### config.mk
export PLATFORM = sky130hd
export DESIGN_NAME = sequence_tx
export DESIGN_NICKNAME = d
export VERILOG_FILES = /design/src/rtl/sequence_tx_pkg.sv /design/src/rtl/sequence_tx_shifter.sv /design/src/rtl/sequence_tx.sv
export SDC_FILE = /design/constraint.sdc
export NUM_CORES = 1
export LEC_CHECK = 0
export BUFFER_PORTS_ARGS = -buffer_cell sky130_fd_sc_hd__clkbuf_2
export CAP_MARGIN = 10
export CORE_MARGIN = 2
export CORE_UTILIZATION = 40
export DETAILED_ROUTE_END_ITERATION = 8
export SLEW_MARGIN = 20
export SYNTH_ARGS = -nofsm -noshare
export SYNTH_HDL_FRONTEND = slang
export SYNTH_SLANG_ARGS = --single-unit
### constraint.sdc
create_clock -name clk -period 1.7 [get_ports clk]
set_input_delay 0.34 -clock clk [delete_from_list [all_inputs] [get_ports clk]]
set_output_delay 0.34 -clock clk [all_outputs]
set_load 0.02 [all_outputs]
### src/rtl/sequence_tx_pkg.sv
// Shared definitions for the serial pattern transmitter: one-hot state encoding
// and the parity build switch (SEQUENCE_TX_PARITY_EN).
package sequence_tx_pkg;

  localparam int ST_W = 4;

  localparam logic [ST_W-1:0] ST_IDLE = 4'b0001;
  localparam logic [ST_W-1:0] ST_SEND = 4'b0010;
  localparam logic [ST_W-1:0] ST_GAP  = 4'b0100;
  localparam logic [ST_W-1:0] ST_DONE = 4'b1000;

  typedef enum logic [ST_W-1:0] {
    S_IDLE = ST_IDLE,
    S_SEND = ST_SEND,
    S_GAP  = ST_GAP,
    S_DONE = ST_DONE
  } state_t;

`ifdef SEQUENCE_TX_PARITY_EN
  localparam bit PARITY_EN = 1'b1;
`else
  localparam bit PARITY_EN = 1'b0;
`endif

endpackage

### src/rtl/sequence_tx_shifter.sv
// Pattern load/shift register with a captured copy for reloading between repetitions,
// a bit counter and a last-bit flag. Parity output exists only with SEQUENCE_TX_PARITY_EN.
module sequence_tx_shifter #(
  parameter int PAT_W = 4
) (
  input  logic             clk,
  input  logic             rst,
  input  logic             load,
  input  logic             reload,
  input  logic             shift,
  input  logic [PAT_W-1:0] pattern,
  output logic             nxt_bit,
  output logic             cap_msb,
`ifdef SEQUENCE_TX_PARITY_EN
  output logic             parity,
`endif
  output logic             last
);
  import sequence_tx_pkg::*;

  localparam int CW = $clog2(PAT_W);

  logic [PAT_W-1:0] sr;
  logic [PAT_W-1:0] cap;
  logic [CW-1:0]    cnt;

  // sr[PAT_W-1] is the bit currently on the line; cnt is its index
  always_ff @(posedge clk or negedge rst) begin
    if (!rst) begin
      sr  <= '0;
      cap <= '0;
      cnt <= '0;
    end else if (load) begin
      sr  <= pattern;
      cap <= pattern;
      cnt <= '0;
    end else if (reload) begin
      sr  <= cap;
      cnt <= '0;
    end else if (shift) begin
      sr  <= {sr[PAT_W-2:0], 1'b0};
      cnt <= cnt + CW'(1);
    end
  end

  assign nxt_bit = sr[PAT_W-2];
  assign cap_msb = cap[PAT_W-1];
  assign last    = (cnt == CW'(PAT_W-1));
`ifdef SEQUENCE_TX_PARITY_EN
  assign parity  = PARITY_EN & (^cap);
`endif

endmodule

### src/rtl/sequence_tx.sv
// Serial pattern transmitter: sends a captured pattern MSB-first, repeated with optional
// idle gaps. Optional trailing even-parity bit per repetition via SEQUENCE_TX_PARITY_EN.
//
// state | meaning
// IDLE  | waiting for start, outputs 0
// SEND  | one pattern (or parity) bit per cycle
// GAP   | idle cycles between repetitions, busy held
// DONE  | one-cycle done pulse; a new start is accepted here
module sequence_tx #(
  parameter int PAT_W = 4,
  parameter int CNT_W = 4,
  parameter int GAP   = 0
) (
  input  logic             clk,
  input  logic             rst,
  input  logic             start,
  input  logic [PAT_W-1:0] pattern,
  input  logic [CNT_W-1:0] repeat_n,
  output logic             data,
  output logic             data_vld,
  output logic             busy,
  output logic             done
);
  import sequence_tx_pkg::*;

  localparam int GAP_M1 = (GAP > 0) ? GAP - 1 : 0;
  localparam int GW     = (GAP > 1) ? $clog2(GAP) : 1;

  state_t           state;
  logic [CNT_W-1:0] rem;
  logic [GW-1:0]    gap_cnt;
  logic             nxt_bit, cap_msb, last;
  logic             accept, rep_end, more, shift, reload;

`ifdef SEQUENCE_TX_PARITY_EN
  logic parity, par_ph;
  assign rep_end = (state == S_SEND) && par_ph;
`else
  assign rep_end = (state == S_SEND) && last;
`endif

  assign accept = start && ((state == S_IDLE) || (state == S_DONE));
  assign more   = (rem > CNT_W'(1));
  assign shift  = (state == S_SEND) && !last;
  assign reload = rep_end && more;

  sequence_tx_shifter #(.PAT_W(PAT_W)) u_shifter (
    .clk     (clk),
    .rst     (rst),
    .load    (accept),
    .reload  (reload),
    .shift   (shift),
    .pattern (pattern),
    .nxt_bit (nxt_bit),
    .cap_msb (cap_msb),
`ifdef SEQUENCE_TX_PARITY_EN
    .parity  (parity),
`endif
    .last    (last)
  );

  // outputs are computed for the cycle following each edge
  always_ff @(posedge clk or negedge rst) begin
    if (!rst) begin
      state    <= S_IDLE;
      rem      <= '0;
      gap_cnt  <= '0;
      data     <= 1'b0;
      data_vld <= 1'b0;
      busy     <= 1'b0;
      done     <= 1'b0;
`ifdef SEQUENCE_TX_PARITY_EN
      par_ph   <= 1'b0;
`endif
    end else begin
      done <= 1'b0;
      case (state)
        S_IDLE, S_DONE: begin
          if (accept) begin
            state    <= S_SEND;
            rem      <= (repeat_n == '0) ? CNT_W'(1) : repeat_n;
            data     <= pattern[PAT_W-1];
            data_vld <= 1'b1;
            busy     <= 1'b1;
          end else begin
            state    <= S_IDLE;
            data     <= 1'b0;
            data_vld <= 1'b0;
            busy     <= 1'b0;
          end
        end
        S_SEND: begin
          if (rep_end) begin
`ifdef SEQUENCE_TX_PARITY_EN
            par_ph <= 1'b0;
`endif
            if (more) begin
              rem <= rem - CNT_W'(1);
              if (GAP > 0) begin
                state    <= S_GAP;
                gap_cnt  <= GW'(GAP_M1);
                data     <= 1'b0;
                data_vld <= 1'b0;
              end else begin
                data     <= cap_msb;
                data_vld <= 1'b1;
              end
            end else begin
              state    <= S_DONE;
              done     <= 1'b1;
              busy     <= 1'b0;
              data     <= 1'b0;
              data_vld <= 1'b0;
            end
`ifdef SEQUENCE_TX_PARITY_EN
          end else if (last) begin
            par_ph   <= 1'b1;
            data     <= parity;
            data_vld <= 1'b1;
`endif
          end else begin
            data     <= nxt_bit;
            data_vld <= 1'b1;
          end
        end
        S_GAP: begin
          if (gap_cnt == '0) begin
            state    <= S_SEND;
            data     <= cap_msb;
            data_vld <= 1'b1;
          end else begin
            gap_cnt <= gap_cnt - GW'(1);
          end
        end
        default: begin
          state    <= S_IDLE;
          data     <= 1'b0;
          data_vld <= 1'b0;
          busy     <= 1'b0;
        end
      endcase
    end
  end

endmodule

==> flow_summary_export.csv <==
group,metric,value,unit
status,status,"completed",
synthesis,synth_edf_count,0,
synthesis,synth_top_family_by_area,"compound AO/OA/AOI/OAI gates",
sta,fin_hold_ws,0.272,ns
sta,tightest_slew,0.484,ns
global_routing,grt_util_met1,0.206,
synthesis,netlist_area,973,sq um
synthesis,synth_mux_area_frac,0.0450,
critical_path,cp.required,1.92,ns
synthesis,yosysTopAreaCell,"dfrtp_1",
cts,cts-buffers-inserted,3,
critical_path,path_cells,"inv_1 > ha_1 > or2_4 > a211oi_4 > buf_6 > o22ai_2 > a22oi_2",
global_routing,grt_overflow_total,0,
detailed_routing,wl_per_cell,13.0,um
sta,relSlewSlack,0.678,
global_routing,grt_start_max_net_pins,21,
cells_and_area,nets,133,
synthesis,synth_top_area_frac,0.488,
synthesis,synth_fa_ha_area_frac,0.0386,
synthesis,syn_inst,89,
synthesis,syn-num-nets,103,
detailed_routing,first_pass_iters,4,
sta,fin_crit_sh,0.992,
placement,place_hpwl,1.34,mm
cells_and_area,antenna_cells,0,
cts,clock_sinks,20,
synthesis,synth-compound-area-share,0.198,
sta,hold_violations,0,
placement,placedCellCount,138,
sta,skew,0.00294,ns
detailed_routing,drtIter0Drc,13,
synthesis,avgSynthCellArea,10.9,sq um
cts,htreeDepth,1,
sta,setup-tns-final,0,ns
critical_path,cp_top_family,"compound AO/OA/AOI/OAI gates",
critical_path,start_kind,"flop",
global_routing,grt_pass1_wl,3.22,mm
cells_and_area,post-route-util,0.550,
global_routing,grt_pass1_vias,729,
floorplanning,rows,17,
cts,clk_pin_slew,0.11,ns
synthesis,synth_flop_cell,"dfrtp_1",
global_routing,antenna_found_initial,0,
critical_path,crit_buf_inv,2,
cts,clockBufferDepth,2,
placement,portBuffers,14,
synthesis,synthDistinctLibCells,33,
detailed_routing,vias_per_cell,5.25,
critical_path,critPathSlowestCell,"dfrtp_1",
cts,cts-root-buf,"clkbuf_4",
floorplanning,pin_count,15,
sta,fin_crit,1.69,ns
sta,drv_slew,0,
run,cap_viol_max_count,0,
synthesis,synthArstFlopShare,1.00,
sta,rsz0062_at_grt,"true",
power,power_leakage,0.585,nW
cells_and_area,fin_cells,146,
global_routing,grt.met2_usage,0.255,
critical_path,worstPathArrival,1.91,ns
cts,cts_tree,"built",
power,ir_drop,0.000864,V
cells_and_area,syn2layout_area_growth,27.5,%
power,pwr_density_cell,1590,nW/um^2
floorplanning,die-area,2840,sq um
synthesis,synthSimpleGateAreaFrac,0.143,
floorplanning,core-area,2250,sq um
detailed_routing,drc_errors,0,
synthesis,ys_seq_area_frac,0.515,
detailed_routing,ant_nets,0,
placement,gp_congestion,0.794,
floorplanning,fp.dieW,53.3,um
detailed_routing,via_count,766,
synthesis,synth_area_leaders,"dfrtp_1 (49%), ha_1 (3.9%), mux2_2 (3.5%), o21ai_0 (3.1%), inv_1 (3.1%)",
synthesis,ys_ff_latch,20,
min_path,hold_path.class,"in -> reg",
detailed_routing,routed_wl,1.89,mm
cells_and_area,layout-drive-gt1-share,0.415,
global_routing,grt_most_used_layer,"met2",
critical_path,critical_path_class,"reg -> reg",
critical_path,cp-end-kind,"flop",
synthesis,yosys.area_share.xor_xnor,0.00900,
critical_path,cp_max_fo,4,
floorplanning,initial_core_util,0.432,
sta,fmax,0.593,GHz
floorplanning,die_y,53.3,um
cts,worstSkewPairLatency,0.29,ns
critical_path,slowest_delay,0.37,ns
sta,setup-violations-final,0,
synthesis,yosys_warnings,0,
global_routing,met3_usage,0.0254,
global_routing,grt_usage,0.161,
-- report_power, final --
group	internal, W	total, W	switching, W
combinational	0.000446	0.000893	0.000447
sequential	0.000681	0.000801	0.000121
clock	0.000130	0.000273	0.000143
-- worst reg2reg max path: stages, from the launching register on --
cell	delay, ns
dfrtp_1	0.37
inv_1	0.07
ha_1	0.18
or2_4	0.28
a211oi_4	0.33
buf_6	0.16
o22ai_2	0.07
a22oi_2	0.15
-- final timing paths --
path | cells past startpoint | from | slack, ns | endpoint
max | 7 | rem[1] | 0.01 | rem[2]
min | 3 | pattern[3] | 0.27 | u_shifter.cap[3]
max reg2reg | 7 | rem[1] | 0.01 | rem[2]
min reg2reg | 1 | busy | 0.49 | busy
max in group asynchronous | 2 | rst | 0.83 | state[0]
min in group asynchronous | 2 | rst | 0.52 | rem[0]
-- through the flow --
stage / worst slack [ns] / instance area (sq um) / power [W]
floorplan: 0.0635 / 976 / 0.00136
CTS: 0.0230 / 1190 / 0.00189
detailed placement: 0.0484 / 1140 / 0.00161
global placement: 0.0720 / 1140 / 0.00160
finish: 0.0136 / 1240 / 0.00197
global route: -0.0621 / 1240 / 0.00213
-- synthesized netlist by cell type (all sizes together) (2+ instances only) --
master  number
o21ai        6
buf          2
a22oi        2
o22ai        4
mux2         3
inv          8
dfrtp       19
nor3         4
nand3        3
a21o         2
nor3b        2
nand2        4
a221oi       2
ha           3
or2          4
nor2         6
-- kinds of logic after synthesis --
family | Yosys count
adder cells (fa/ha/maj) | 3
AO/OA/AOI/OAI | 24
XOR/XNOR | 1
buffers and inverters | 11
flip-flops | 20
multiplexers | 4
AND/OR/NAND/NOR | 26
-- cell usage in the layout, fill, tap and decap left out, types with 3 or more instances in the layout --
cell type,count
clkbuf_4,3
nand3_1,3
buf_4,12
nor3_1,3
nand2_1,4
dfrtp_1,19
inv_1,8
nor2_1,6
mux2_2,3
clkbuf_2,14
or2_2,3
o21ai_0,5
-- metal layers --
metal	vias up	routed length (um)
met2	16	901
met5	-	0
li1	374	-
met3	2	57
met4	0	16
met1	374	918
-- sequential cells by signal, summed over array words and instances (netlist names) --
name           flops
rem                4
u_shifter.sr       3
busy               1
done               1
u_shifter.cnt      2
u_shifter.cap      4
state              3
data               1
data_vld           1
-- area by class of cell --
type,instances,area (sq um)
repair buffers,28,181
well taps,28,35.0
multi-input cells,58,457
clock buffers,4,36.3
fillers,223,1010
flip-flops and latches,20,502
inverters,8,30.0
-- timing repair --
item,4_1_cts,5_1_grt
hold buffers,1,0
setup buffers,0,3
hold endpoints to repair,19,0
setup endpoints to repair,0,7
resized for setup,0,8
Note: power is estimated with default switching activity, not from simulation.
